### src/rtl/mxv_result_tx.sv
// mxv_result_tx: snapshots the MxV result vector on START and serializes it
// as HEADER, LEN, {hi,lo} per entry, CHK, TRAILER over a TX_START/TX_DONE
// byte handshake. DONE pulses once the trailer has been shifted out.
//
// state | meaning
// ------+-----------------------------------------------------------
// IDLE  | waiting for START; inputs captured into shadows on accept
// SEND  | TX_START high for one cycle with the current byte on TX_DATA
// WAIT  | waiting for TX_DONE of the current byte
// FIN   | DONE high for one cycle, then back to IDLE
module mxv_result_tx #(
  parameter int          MAX_N   = 8,
  parameter int          RES_W   = 16,
  parameter logic [7:0]  HEADER  = 8'hFE,
  parameter logic [7:0]  TRAILER = 8'hEF
) (
  input  logic                   clk,
  input  logic                   rst,
  input  logic                   START,
  input  logic [3:0]             VEC_N,
  input  logic [MAX_N*RES_W-1:0] RES_DATA,
  input  logic                   TX_DONE,
  output logic                   TX_START,
  output logic [7:0]             TX_DATA,
  output logic                   BUSY,
  output logic                   DONE
);

  localparam int LEN_W = $clog2(MAX_N + 1);
  localparam int IDX_W = LEN_W + 1;
  localparam int EW    = $clog2(MAX_N);

  typedef enum logic [1:0] {
    S_IDLE = 2'd0,
    S_SEND = 2'd1,
    S_WAIT = 2'd2,
    S_FIN  = 2'd3
  } state_t;

  state_t             state_q, state_d;
  logic [IDX_W-1:0]   idx_q, idx_d;
  logic [7:0]         chk_q, chk_d;
  logic               tx_start_q, tx_start_d;
  logic [7:0]         tx_data_q, tx_data_d;
  logic               busy_q, busy_d;
  logic               done_q, done_d;
  logic [LEN_W-1:0]   len_q;
  logic [RES_W-1:0]   res_q [MAX_N];

  logic               accept;
  logic [LEN_W-1:0]   len_in;
  logic [IDX_W-1:0]   nxt_idx;
  logic [IDX_W-1:0]   didx;
  logic [IDX_W-1:0]   data_end;
  logic [IDX_W-1:0]   last_idx;
  logic [RES_W-1:0]   entry;
  logic [7:0]         nxt_byte;

  assign len_in   = (VEC_N > 4'(MAX_N)) ? LEN_W'(MAX_N) : LEN_W'(VEC_N);
  assign nxt_idx  = idx_q + IDX_W'(1);
  assign data_end = IDX_W'({len_q, 1'b1});
  assign last_idx = data_end + IDX_W'(2);

  // Byte mux: selects the byte that follows the current index from the shadows.
  always_comb begin
    didx  = nxt_idx - IDX_W'(2);
    entry = res_q[didx[EW:1]];
    if (nxt_idx == '0) begin
      nxt_byte = HEADER;
    end else if (nxt_idx == IDX_W'(1)) begin
      nxt_byte = 8'(len_q);
    end else if (nxt_idx <= data_end) begin
      nxt_byte = didx[0] ? entry[7:0] : entry[RES_W-1 -: 8];
    end else if (nxt_idx == data_end + IDX_W'(1)) begin
      nxt_byte = chk_q;
    end else begin
      nxt_byte = TRAILER;
    end
  end

  // Next-state and registered-output logic.
  always_comb begin
    state_d    = state_q;
    idx_d      = idx_q;
    chk_d      = chk_q;
    tx_start_d = 1'b0;
    tx_data_d  = tx_data_q;
    busy_d     = busy_q;
    done_d     = 1'b0;
    accept     = 1'b0;
    case (state_q)
      S_IDLE: begin
        if (START) begin
          accept     = 1'b1;
          idx_d      = '0;
          chk_d      = 8'h00;
          tx_start_d = 1'b1;
          tx_data_d  = HEADER;
          busy_d     = 1'b1;
          state_d    = S_SEND;
        end
      end
      S_SEND: begin
        state_d = S_WAIT;
      end
      S_WAIT: begin
        if (TX_DONE) begin
          if (idx_q == last_idx) begin
            done_d  = 1'b1;
            state_d = S_FIN;
          end else begin
            idx_d      = nxt_idx;
            tx_start_d = 1'b1;
            tx_data_d  = nxt_byte;
            // LEN and data bytes feed the checksum; CHK and TRAILER do not.
            if (nxt_idx <= data_end) chk_d = chk_q ^ nxt_byte;
            state_d    = S_SEND;
          end
        end
      end
      S_FIN: begin
        busy_d  = 1'b0;
        state_d = S_IDLE;
      end
      default: state_d = S_IDLE;
    endcase
  end

  // Control and output registers.
  always_ff @(posedge clk or negedge rst) begin
    if (!rst) begin
      state_q    <= S_IDLE;
      idx_q      <= '0;
      chk_q      <= 8'h00;
      tx_start_q <= 1'b0;
      tx_data_q  <= 8'h00;
      busy_q     <= 1'b0;
      done_q     <= 1'b0;
    end else begin
      state_q    <= state_d;
      idx_q      <= idx_d;
      chk_q      <= chk_d;
      tx_start_q <= tx_start_d;
      tx_data_q  <= tx_data_d;
      busy_q     <= busy_d;
      done_q     <= done_d;
    end
  end

  // Shadow capture of length and results when a frame is accepted.
  always_ff @(posedge clk or negedge rst) begin
    if (!rst) begin
      len_q <= '0;
      for (int i = 0; i < MAX_N; i++) res_q[i] <= '0;
    end else if (accept) begin
      len_q <= len_in;
      for (int i = 0; i < MAX_N; i++) res_q[i] <= RES_DATA[RES_W*i +: RES_W];
    end
  end

  assign TX_START = tx_start_q;
  assign TX_DATA  = tx_data_q;
  assign BUSY     = busy_q;
  assign DONE     = done_q;

endmodule

### config.mk
export PLATFORM = sky130hd
export DESIGN_NAME = mxv_result_tx
export DESIGN_NICKNAME = d
export VERILOG_FILES = /design/src/rtl/mxv_result_tx.sv
export SDC_FILE = /design/constraint.sdc
export NUM_CORES = 1
export LEC_CHECK = 0
export ABC_AREA = 1
export ABC_CLOCK_PERIOD_IN_PS = 3600
export BUFFER_PORTS_ARGS = -buffer_cell sky130_fd_sc_hd__buf_2
export CORE_MARGIN = 2
export CORE_UTILIZATION = 45
export CTS_CLUSTER_DIAMETER = 40
export DETAILED_ROUTE_END_ITERATION = 10
export HOLD_SLACK_MARGIN = 0.06
export PLACE_DENSITY = 0.72
export SLEW_MARGIN = 20
export SYNTH_ARGS = -nofsm -noshare
export SYNTH_HDL_FRONTEND = slang
export SYNTH_SLANG_ARGS = --single-unit
### constraint.sdc
create_clock -name clk -period 3.6 [get_ports clk]
set_clock_uncertainty 0.2 [all_clocks]
set_input_delay 1.08 -clock clk [delete_from_list [all_inputs] [get_ports clk]]
set_output_delay 1.08 -clock clk [all_outputs]
set_load 0.005 [all_outputs]
==> results.md <==
* Cell mode on critical path: nand2_1
* Worst skew pair latency at 0.43 ns
* Worst-path clk slew at 0.07 ns
* Drt first pass iters at 5
* Final Hold Viols at 0
* Met2 wire len at 9.93 mm
* Residual DRC at 0
* DP HPWL at 14.7 mm
* I/O Pins at 147
* Initial antenna violation count at 0
* Met3 wire len at 1.11 mm
* CP max-delay cell: dfrtp_1
* Most common cell after layout, fill and taps aside: nand2_1
* Filler cells at 1,672
* CP endpoint kind: flip-flop
* Metal-1 WL at 9.74 mm
* Worst Tran Pin Value at 0.710 ns
* Cell variety after synth at 30
* Hold Crit Class: primary input to async pin
* RSZ-0062 raised after global routing: no
* Post_cts resized at 0
* CTS Buf Count at 17
* TritonCTS clock tree: yes
* Final worst path period share at 0.909
* Port bufs at 146
* Largest net degree at the start of global routing at 109
* Peak supply drop at 585 uV
* GP Congestion at 0.906
* Mapped Area at 7940 um2
* Routed vias/inst at 5.08
* Diode count at 0
* DR WL/cell at 15.0 um
* DR vias at 7,211
* Setup bufs post-CTS at 0
* WS Path Type: flip-flop to flip-flop
* Dpl cell area at 8810 um2
* Multi-input gate area at 3480 um2
* Fin nets at 1,326
* FFs w/ async S/R, synth at 1.00
* Cells along the critical path: ha_1 > xor2_1 > ha_1 > nand2_1 > inv_1 > o21ai_0 > nand2_1 > nand2_1 > nor2_1 > nor2_4 > nand3_1 > nand2_1 > inv_1 > nor2_1
* Fmax at 0.306 GHz
* ANT nets after route at 0
* CP Launch Type: flip-flop
* Starting density of the core at 0.459
* Synthesis-stage register bit count at 158
* Max-Cap Viols at 0
* Syn nets at 1,208
* Delay of the slowest critical-path stage at 0.47 ns
* First-pass GRT wire length at 34.8 mm
* # rows at 48
* Number of global-route vias before repair at 7,035
* Max clock buf depth at 2
* Core region area at 17,300 um2
* Arr. time, crit path at 3.43 ns
* DR iter-0 viols at 682
* Layout area overhead at 18.3%
* Reg area at 3950 um2
* Post-layout min period at 3.27 ns
* Layout cells sized above 1 at 0.184
* Die width at 137 um
* Post-Synthesis Cells at 1,063
* Most frequent cells in the layout: 498 x nand2_1, 158 x dfrtp_1, 145 x buf_2
* Synthesis Warnings at 0
* Leak at 0.00510 uW
* Syn_area_per_cell at 7.47 um2
* Worst slack, placed at 0.408 ns
* H-tree Lvls at 4
* Root Buffer: clkbuf_16
* Die area at 18,700 um2
* Final Setup Violations at 0
* CP required at 3.76 ns
* Die Height at 137 um
* Final non-filler cell area at 9390 um2
* GRT overflow at 0
* Hold Buf Count CTS at 0
* Power Density at 1000 nW/um2
* Total track usage at 0.239
* Setup slack after layout at 0.329 ns
* Top FF cell, synth: dfrtp_1
* Outcome: finished clean
* Number of enable flip-flop cells after synthesis at 0
* Sequential area share after synthesis at 0.498
* Max layer used: met4
* Slew margin rel. at 0.527
* Detailed Route WL at 21.2 mm
* Slew Viols, Final at 0
* Worst-path fanout max at 16
* Setup TNS at 0 ns
* Clock tree sinks at 158
-- sequential cells by signal, indices dropped and copies added (netlist names) --
name	count
res_q	128
TX_DATA	8
chk_q	8
idx_q	5
len_q	4
state_q	2
BUSY	1
DONE	1
TX_START	1
-- cell families (layout without fill, tap and decap cells) --
| kind of cell | after synthesis | count (layout) | share of synthesized area |
|---|---|---|---|
| and+or+nand+nor | 645 | 645 | 0.330 |
| DFF | 158 | 158 | 0.498 |
| AOI/OAI and AO/OA | 126 | 126 | 0.0845 |
| buffers and inverters | 119 | 250 | 0.0645 |
| adders and majority gates | 9 | 9 | 0.0142 |
| xor gates and xnor gates | 6 | 6 | 0.00851 |
-- report_power, final --
| part | internal (uW) | switching, uW |
|---|---|---|
| Clock | 982 | 814 |
| Combinational | 1530 | 3000 |
| Sequential | 2590 | 513 |
| Total | 5100 | 4330 |
-- worst max-delay path, delay by kind of cell (launching register included) --
| family | cells | cell delay, ns |
|---|---|---|
| AO/OA/AOI/OAI | 1 | 0.14 |
| XOR/XNOR | 1 | 0.30 |
| adder cells (fa/ha/maj) | 2 | 0.61 |
| buffers and inverters | 2 | 0.08 |
| flip-flops | 1 | 0.47 |
| AND/OR/NAND/NOR | 8 | 1.40 |
-- cell type report --
cell class                      instances  area share
Tap cell                              225      0.0300
Multi-Input combinational cell        786       0.371
Timing Repair Buffer                  158      0.0921
Sequential cell                       158       0.421
Clock inverter                         14      0.0160
Clock buffer                           18      0.0457
Inverter                               60      0.0243
-- synthesized netlist by cell type, types with 2 or more instances --
cell type | n | area share
nor2_2 | 2 | 0.0016
nand2_1 | 499 | 0.24
clkbuf_1 | 32 | 0.015
buf_1 | 3 | 0.0014
inv_2 | 7 | 0.0033
a22oi_1 | 7 | 0.0066
a21oi_1 | 45 | 0.028
nand2_2 | 4 | 0.0032
nand3_1 | 66 | 0.042
xor2_1 | 3 | 0.0033
buf_2 | 19 | 0.012
nand3_2 | 8 | 0.010
o21ai_0 | 58 | 0.037
nor2_1 | 55 | 0.026
dfrtp_1 | 158 | 0.50
ha_1 | 9 | 0.014
nand2_4 | 3 | 0.0043
nand4_1 | 6 | 0.0047
buf_6 | 4 | 0.0057
o22ai_1 | 13 | 0.010
inv_1 | 53 | 0.025
-- layer usage --
| layer | vias to the layer above | global-route usage |
|---|---|---|
| met3 | 38 | 0.0507 |
| met5 | - | 0 |
| li1 | 3588 | - |
| met1 | 3357 | 0.329 |
| met4 | 0 | 0.0733 |
| met2 | 228 | 0.381 |
-- final timing paths --
check                                from          to  slack [ns]  cells after the start
max in group asynchronous             rst  res_q[125]        2.19                      2
worst min register to register  res_q[57]   res_q[57]        0.27                      2
worst min-delay path                  rst  res_q[124]        0.24                      1
worst max register to register   idx_q[0]    chk_q[0]        0.33                     14
min in group clk                res_q[57]   res_q[57]        0.27                      2
worst max-delay path             idx_q[0]    chk_q[0]        0.33                     14
-- through the flow --
| stage | hold WS (ns) | total power [uW] | utilization | instances |
|---|---|---|---|---|
| floorplan | 0.244 | 6330 | - | 1063 |
| global placement | 0.258 | 7480 | 0.509 | 1387 |
| detailed placement | 0.260 | 7580 | 0.509 | 1387 |
| CTS | 0.234 | 9410 | 0.543 | 1419 |
| global route | 0.226 | 10200 | 0.543 | 1419 |
| finish | 0.237 | 9430 | 0.543 | 1419 |
(Power assumes the default switching activity.)
